`config.mk`:
```
export PLATFORM = sky130hd
export DESIGN_NAME = fetch_stage_flat
export DESIGN_NICKNAME = d
export VERILOG_FILES = /design/src/rtl/fetch_stage_pkg.sv /design/src/rtl/fetch_stage_if.sv /design/src/rtl/fetch_stage_pc_register.sv /design/src/rtl/fetch_stage.sv /design/src/flat_wrapper.sv
export SDC_FILE = /design/constraint.sdc
export NUM_CORES = 1
export LEC_CHECK = 0
export ABC_CLOCK_PERIOD_IN_PS = 8900
export BUFFER_PORTS_ARGS = -buffer_cell sky130_fd_sc_hd__clkbuf_2
export CAP_MARGIN = 15
export CORE_MARGIN = 2
export CORE_UTILIZATION = 40
export CTS_CLUSTER_DIAMETER = 50
export DETAILED_ROUTE_END_ITERATION = 8
export SLEW_MARGIN = 15
export SYNTH_ARGS = -nofsm -noshare
export SYNTH_HDL_FRONTEND = slang
export SYNTH_SLANG_ARGS = --single-unit
```
`constraint.sdc`:
```
create_clock -name clk -period 8.9 [get_ports clk]
set_input_delay 0.445 -clock clk [delete_from_list [all_inputs] [get_ports clk]]
set_output_delay 0.445 -clock clk [all_outputs]
set_load 0.02 [all_outputs]
```
`src/rtl/fetch_stage_pkg.sv`:
```
// rtl/fetch_stage_pkg.sv - shared types and constants for the fetch stage
// Contents: FSM state enum, NOP/PC step constants, instruction field
// positions/widths, and the PC increment helper used by all fetch files.
package fetch_stage_pkg;

  typedef enum logic [1:0] {
    FETCH = 2'd0,
    HOLD  = 2'd1,
    DRAIN = 2'd2
  } fetchState_t;

  localparam logic [31:0] NOP_INSTR = 32'h0000_0000;
  localparam logic [31:0] PC_STEP   = 32'd4;

  localparam int OPCODE_LSB = 26;
  localparam int OPCODE_W   = 6;
  localparam int RS_LSB     = 21;
  localparam int RS_W       = 5;
  localparam int RT_LSB     = 16;
  localparam int RT_W       = 5;

  // Modulo-2^32 increment; 32'hFFFFFFFC wraps to 32'h0.
  function automatic logic [31:0] stepPc(input logic [31:0] pcIn);
    return pcIn + PC_STEP;
  endfunction

endpackage

```
`src/rtl/fetch_stage_if.sv`:
```
// rtl/fetch_stage_if.sv - instruction-memory request/response bus
// Signals: imemReq/imemAddr (fetch -> memory), imemReady/imemData
// (memory -> fetch). imemAddr is held stable while imemReq=1 and imemReady=0.
// Modports: master (fetch stage side), slave (memory side).
interface fetch_stage_if;
  logic        imemReq;
  logic [31:0] imemAddr;
  logic        imemReady;
  logic [31:0] imemData;

  modport master (
    output imemReq,
    output imemAddr,
    input  imemReady,
    input  imemData
  );

  modport slave (
    input  imemReq,
    input  imemAddr,
    output imemReady,
    output imemData
  );
endinterface

```
`src/rtl/fetch_stage_pc_register.sv`:
```
// rtl/fetch_stage_pc_register.sv - program counter with redirect/increment
// Ports: clk, reset (async, active-high); redirect + target load a new PC
// and take priority over increment; pc is the current value, pcPlus4 the
// wrapped next-sequential address.
module pc_register
  import fetch_stage_pkg::*;
(
  input  logic        clk,
  input  logic        reset,
  input  logic        redirect,
  input  logic [31:0] target,
  input  logic        increment,
  output logic [31:0] pc,
  output logic [31:0] pcPlus4
);

  always_ff @(posedge clk or posedge reset) begin
    if (reset) begin
      pc <= 32'h0;
    end else if (redirect) begin
      pc <= target;
    end else if (increment) begin
      pc <= stepPc(pc);
    end
  end

  assign pcPlus4 = stepPc(pc);

endmodule

```
`src/rtl/fetch_stage.sv`:
```
// rtl/fetch_stage.sv - instruction fetch stage with IF/ID pipeline register
// Ports: clk, reset (async, active-high); pcWrite/ifIdWrite stall controls
// from the hazard unit; branchTaken/branchTarget redirect from ID; imem
// (fetch_stage_if.master) instruction-memory bus; ifIdInstr/ifIdPc/ifIdValid
// IF/ID register; opCode/ifIdRs/ifIdRt combinational field slices.
// Optional: FETCH_STALL_COUNT_EN adds output stallCount (saturating count of
// cycles with no advance and no branch).
module fetch_stage
  import fetch_stage_pkg::*;
(
  input  logic                clk,
  input  logic                reset,
  input  logic                pcWrite,
  input  logic                ifIdWrite,
  input  logic                branchTaken,
  input  logic [31:0]         branchTarget,
  fetch_stage_if.master       imem,
  output logic [31:0]         ifIdInstr,
  output logic [31:0]         ifIdPc,
  output logic                ifIdValid,
  output logic [OPCODE_W-1:0] opCode,
  output logic [RS_W-1:0]     ifIdRs,
  output logic [RT_W-1:0]     ifIdRt
`ifdef FETCH_STALL_COUNT_EN
  ,
  output logic [15:0]         stallCount
`endif
);

  fetchState_t state, stateNext;
  logic [31:0] holdBuf, holdBufNext;
  logic [31:0] drainAddr, drainAddrNext;
  logic [31:0] ifIdInstrNext, ifIdPcNext;
  logic        ifIdValidNext;
  logic        pcRedirect, pcIncrement;
  logic [31:0] pc, pcPlus4;
  logic        advance;

  assign advance = pcWrite & ifIdWrite;

  pc_register uPc (
    .clk      (clk),
    .reset    (reset),
    .redirect (pcRedirect),
    .target   (branchTarget),
    .increment(pcIncrement),
    .pc       (pc),
    .pcPlus4  (pcPlus4)
  );

  // Gated by reset so an in-flight request is dropped the moment reset hits.
  assign imem.imemReq  = !reset && (state == FETCH || state == DRAIN);
  // In DRAIN the outstanding request keeps its original address even after
  // pc has moved on to the branch target.
  assign imem.imemAddr = (state == DRAIN) ? drainAddr : pc;

  always_ff @(posedge clk or posedge reset) begin
    if (reset) begin
      state     <= FETCH;
      holdBuf   <= NOP_INSTR;
      drainAddr <= 32'h0;
      ifIdInstr <= NOP_INSTR;
      ifIdPc    <= 32'h0;
      ifIdValid <= 1'b0;
    end else begin
      state     <= stateNext;
      holdBuf   <= holdBufNext;
      drainAddr <= drainAddrNext;
      ifIdInstr <= ifIdInstrNext;
      ifIdPc    <= ifIdPcNext;
      ifIdValid <= ifIdValidNext;
    end
  end

  always_comb begin
    stateNext     = state;
    holdBufNext   = holdBuf;
    drainAddrNext = drainAddr;
    ifIdInstrNext = ifIdInstr;
    ifIdPcNext    = ifIdPc;
    ifIdValidNext = ifIdValid;
    pcRedirect    = 1'b0;
    pcIncrement   = 1'b0;

    if (branchTaken) begin
      // Redirect wins over any stall: flush IF/ID and drop buffered words.
      pcRedirect    = 1'b1;
      ifIdInstrNext = NOP_INSTR;
      ifIdPcNext    = 32'h0;
      ifIdValidNext = 1'b0;
      holdBufNext   = NOP_INSTR;
      case (state)
        FETCH: begin
          if (!imem.imemReady) begin
            drainAddrNext = pc;
            stateNext     = DRAIN;
          end else begin
            stateNext = FETCH;
          end
        end
        HOLD:    stateNext = FETCH;
        DRAIN:   stateNext = imem.imemReady ? FETCH : DRAIN;
        default: stateNext = FETCH;
      endcase
    end else begin
      case (state)
        FETCH: begin
          if (imem.imemReady) begin
            if (advance) begin
              ifIdInstrNext = imem.imemData;
              ifIdPcNext    = pcPlus4;
              ifIdValidNext = 1'b1;
              pcIncrement   = 1'b1;
            end else begin
              holdBufNext = imem.imemData;
              stateNext   = HOLD;
            end
          end else if (ifIdWrite) begin
            ifIdInstrNext = NOP_INSTR;
            ifIdPcNext    = pcPlus4;
            ifIdValidNext = 1'b0;
          end
        end
        HOLD: begin
          if (advance) begin
            ifIdInstrNext = holdBuf;
            ifIdPcNext    = pcPlus4;
            ifIdValidNext = 1'b1;
            pcIncrement   = 1'b1;
            stateNext     = FETCH;
          end
        end
        DRAIN: begin
          // The response to the abandoned request is thrown away.
          if (imem.imemReady) begin
            stateNext = FETCH;
          end
        end
        default: stateNext = FETCH;
      endcase
    end
  end

  assign opCode = ifIdInstr[OPCODE_LSB +: OPCODE_W];
  assign ifIdRs = ifIdInstr[RS_LSB +: RS_W];
  assign ifIdRt = ifIdInstr[RT_LSB +: RT_W];

`ifdef FETCH_STALL_COUNT_EN
  always_ff @(posedge clk or posedge reset) begin
    if (reset) begin
      stallCount <= 16'h0;
    end else if (!advance && !branchTaken && stallCount != 16'hFFFF) begin
      stallCount <= stallCount + 16'h1;
    end
  end
`endif

endmodule

```
`src/flat_wrapper.sv`:
```
// flat-port wrapper written by rule: the top's interface ports become plain ports
module fetch_stage_flat import fetch_stage_pkg::*;
  (clk, reset, pcWrite, ifIdWrite, branchTaken, branchTarget, ifIdInstr, ifIdPc, ifIdValid, opCode, ifIdRs, ifIdRt, imem_imemReq, imem_imemAddr, imem_imemReady, imem_imemData);
  fetch_stage_if imem_i ();
  input  logic clk;
  input  logic reset;
  input  logic pcWrite;
  input  logic ifIdWrite;
  input  logic branchTaken;
  input  logic [31:0] branchTarget;
  output logic [31:0] ifIdInstr;
  output logic [31:0] ifIdPc;
  output logic ifIdValid;
  output logic [OPCODE_W-1:0] opCode;
  output logic [RS_W-1:0] ifIdRs;
  output logic [RT_W-1:0] ifIdRt;
  output wire logic [$bits(imem_i.imemReq)-1:0] imem_imemReq;
  output wire logic [$bits(imem_i.imemAddr)-1:0] imem_imemAddr;
  input wire logic [$bits(imem_i.imemReady)-1:0] imem_imemReady;
  input wire logic [$bits(imem_i.imemData)-1:0] imem_imemData;
  assign imem_imemReq = imem_i.imemReq;
  assign imem_imemAddr = imem_i.imemAddr;
  assign imem_i.imemReady = imem_imemReady;
  assign imem_i.imemData = imem_imemData;
  fetch_stage u_core (.clk(clk), .reset(reset), .pcWrite(pcWrite), .ifIdWrite(ifIdWrite), .branchTaken(branchTaken), .branchTarget(branchTarget), .imem(imem_i), .ifIdInstr(ifIdInstr), .ifIdPc(ifIdPc), .ifIdValid(ifIdValid), .opCode(opCode), .ifIdRs(ifIdRs), .ifIdRt(ifIdRt));
endmodule
```
==> metrics.txt <==
status finished clean; Worst-Margin Slew roughly 1.1 ns; Mean Syn Cell Area 10.4 um2; CP Launch Type register; Tcrit/Tclk final roughly a third; final hold vios 0; Max-Cap Viols 0; Power Dens Cells slightly above 200 nW/um2; layout cells sized above 1 between 30 and 40%; Ports 184; root buffer cell clkbuf_16; Initial Util 40.6%; residual DRC count 0; relative slew slack between 20 and 30%; sequential share of the synthesized area between 40 and 50%; largest net degree at the start of global routing 86; worst skew pair latency between 0.4 and 0.5 ns; RePlAce Congestion 0.804; ys flop type dfrtp_1; FF-to-FF End u_core.uPc.pc[30]; Initial DRC Count ~380; Net Count, Synth 853; IR drop worst, VDD 0.000138 V; TritonRoute pass-1 iters 5; Ys Warns 0; Crit Path Class reg -> out; Clock transition at path regs 0.06 ns; Worst Setup SP u_core.state[0]; RSZ-0062 raised after global routing no; Chip Width between 100 and 150 um; Routed WL about 22000 um; global-route wire length before repair 35400 um; post-synth cell types between 50 and 60; Max Root-Sink Buffers 2; via count roughly 6500; antenna violations before repair 0; CP arrival around 2.6 ns; CTS tree built; post-cts sizing count 0; Yosys top cell by area dfrtp_1; Mapped Area around 8000 um2; R2R Setup Slk 6.26 ns; Achievable Freq 333 MHz; H-tree levels 4; Nets just under 1000; flops & latches, synth ~160; Post-synth EDFFs 0; Synth async-reset ratio 100%; CTS buffer count 17; min-delay worst type in -> reg; clk sinks 163; placed wire-length estimate 14800 um; die area roughly 22000 um2; Antenna Nets Post-Route 0; CP max FO 18; Antenna Cells 0; Hold Buf Count CTS 0; CP Data Required Time about 8.5 ns; Post-CTS Setup Inserts 0; Final Critical Period 3.01 ns; Avg WL per Cell 18.5 um; Fin Hold WS 0.232 ns; last element of the critical path imem_imemAddr[4]; Port-buffer cells 183; Rows 52; clock skew around 0.0096 ns; Placement Setup Slack slightly above 6 ns; Synth-to-Final Area Change 19.1%; FF-to-FF path depth 5; most frequent cells in the layout 183 x clkbuf_2, 163 x dfrtp_1, 84 x nand2_1, 66 x mux2_2, 53 x o21ai_0; GRT Total Usage between 20 and 25%; Die Ht ~150 um; fin worst setup slack about 5.9 ns; share of the synthesized area in the top cell type between 40% and 50%; vias in the first global route 6361; most common cell after layout, fill and taps aside clkbuf_2; final setup vio count 0; Area contributors post-synth dfrtp_1 50%, mux2_2 9.1%, mux2i_1 4.2%; CP endpoint kind output port; Core Box Area roughly 20000 um2; Slew Limit Fails 0; cells after synthesis approximately 780; Static Leak roughly 4.6 nW; R2R Path Start u_core.uPc.pc[2]; via-per-instance ratio between 5 and 6; grt ovf 0; TNS Setup 0 ns
## registers in the layout (all words and copies together), names as in the netlist
signal	count
u_core.state	2
u_core.uPc.pc	32
u_core.ifIdPc	32
u_core.ifIdInstr	32
u_core.ifIdValid	1
u_core.holdBuf	32
u_core.drainAddr	32
## per-layer routing
layer  wire length, um  global-route usage (%)  share of wire [%]  vias up
met5                 0                       0                  0        -
met1             10500                    30.2                 48     3222
met3              1090                    4.10                5.0       28
met2             10000                    31.4                 45      175
li1                  -                       -                  -     3113
met4               461                    6.75                2.1        0
## how the worst min path moves through the flow
stage                   startpoint                  end  slack (ns)  cells after the start
6_report          branchTarget[10]    u_core.uPc.pc[10]        0.23                      3
5_1_grt            branchTarget[7]     u_core.uPc.pc[7]        0.23                      3
4_1_cts           branchTarget[10]    u_core.uPc.pc[10]        0.22                      3
3_5_place_dp   u_core.ifIdInstr[4]  u_core.ifIdInstr[4]        0.47                      2
3_3_place_gp   u_core.ifIdInstr[4]  u_core.ifIdInstr[4]        0.46                      2
2_1_floorplan    u_core.holdBuf[0]    u_core.holdBuf[0]        0.47                      1
## area by class of cell
type	count	area [um2]
multi-input cells	520	3650
clock buffers	19	453
clock inverters	12	155
well taps	270	338
inverters	14	57.6
repair buffers	193	991
fillers	1896	10400
flip-flops and latches	163	4080
## Yosys cell counts (5+ instances only)
cell / instances
a21oi_1: 6
a22o_1: 33
a31oi_1: 17
a32oi_1: 5
and3_1: 5
buf_1: 7
buf_2: 7
buf_4: 17
clkbuf_1: 52
dfrtp_1: 163
inv_1: 14
mux2_2: 66
mux2i_1: 34
nand2_1: 85
nand3_1: 35
nand4_1: 16
nor2_1: 22
nor3_1: 12
o211ai_1: 17
o21ai_0: 53
o31ai_1: 11
or4_1: 34
xnor2_1: 8
xor2_1: 7
## critical path, stage by stage, from the launching register on
cell,delay (ns)
dfrtp_1,0.52
nand2b_1,0.67
buf_4,0.40
mux2_2,0.38
clkbuf_2,0.15
## power breakdown
part           internal, mW  total [mW]  switching, mW  leakage [nW]
Clock                 0.456       0.758          0.302         0.296
Combinational         0.147       0.348          0.201          2.21
Sequential            0.821       0.894         0.0727          2.10
## logic make-up after synthesis
group / Yosys count / share of synthesized area (%)
adder cells (fa/ha/maj): 1 / 0.153
buffers and inverters: 99 / 5.63
XOR/XNOR: 15 / 1.61
flip-flops: 163 / 50.0
multiplexers: 100 / 13.3
AND/OR/NAND/NOR: 239 / 15.4
AO/OA/AOI/OAI: 165 / 14.0
## metrics by stage
step	util [%]	power [mW]	instances	cell area (um2)
after floorplan	-	1.14	782	8160
after global placement	45.3	1.25	1160	9110
after detailed placement	45.3	1.26	1160	9110
after CTS	48.4	2.02	1191	9720
after global routing	48.4	2.10	1191	9720
final	48.4	2.00	1191	9720
(Power assumes the default switching activity.)
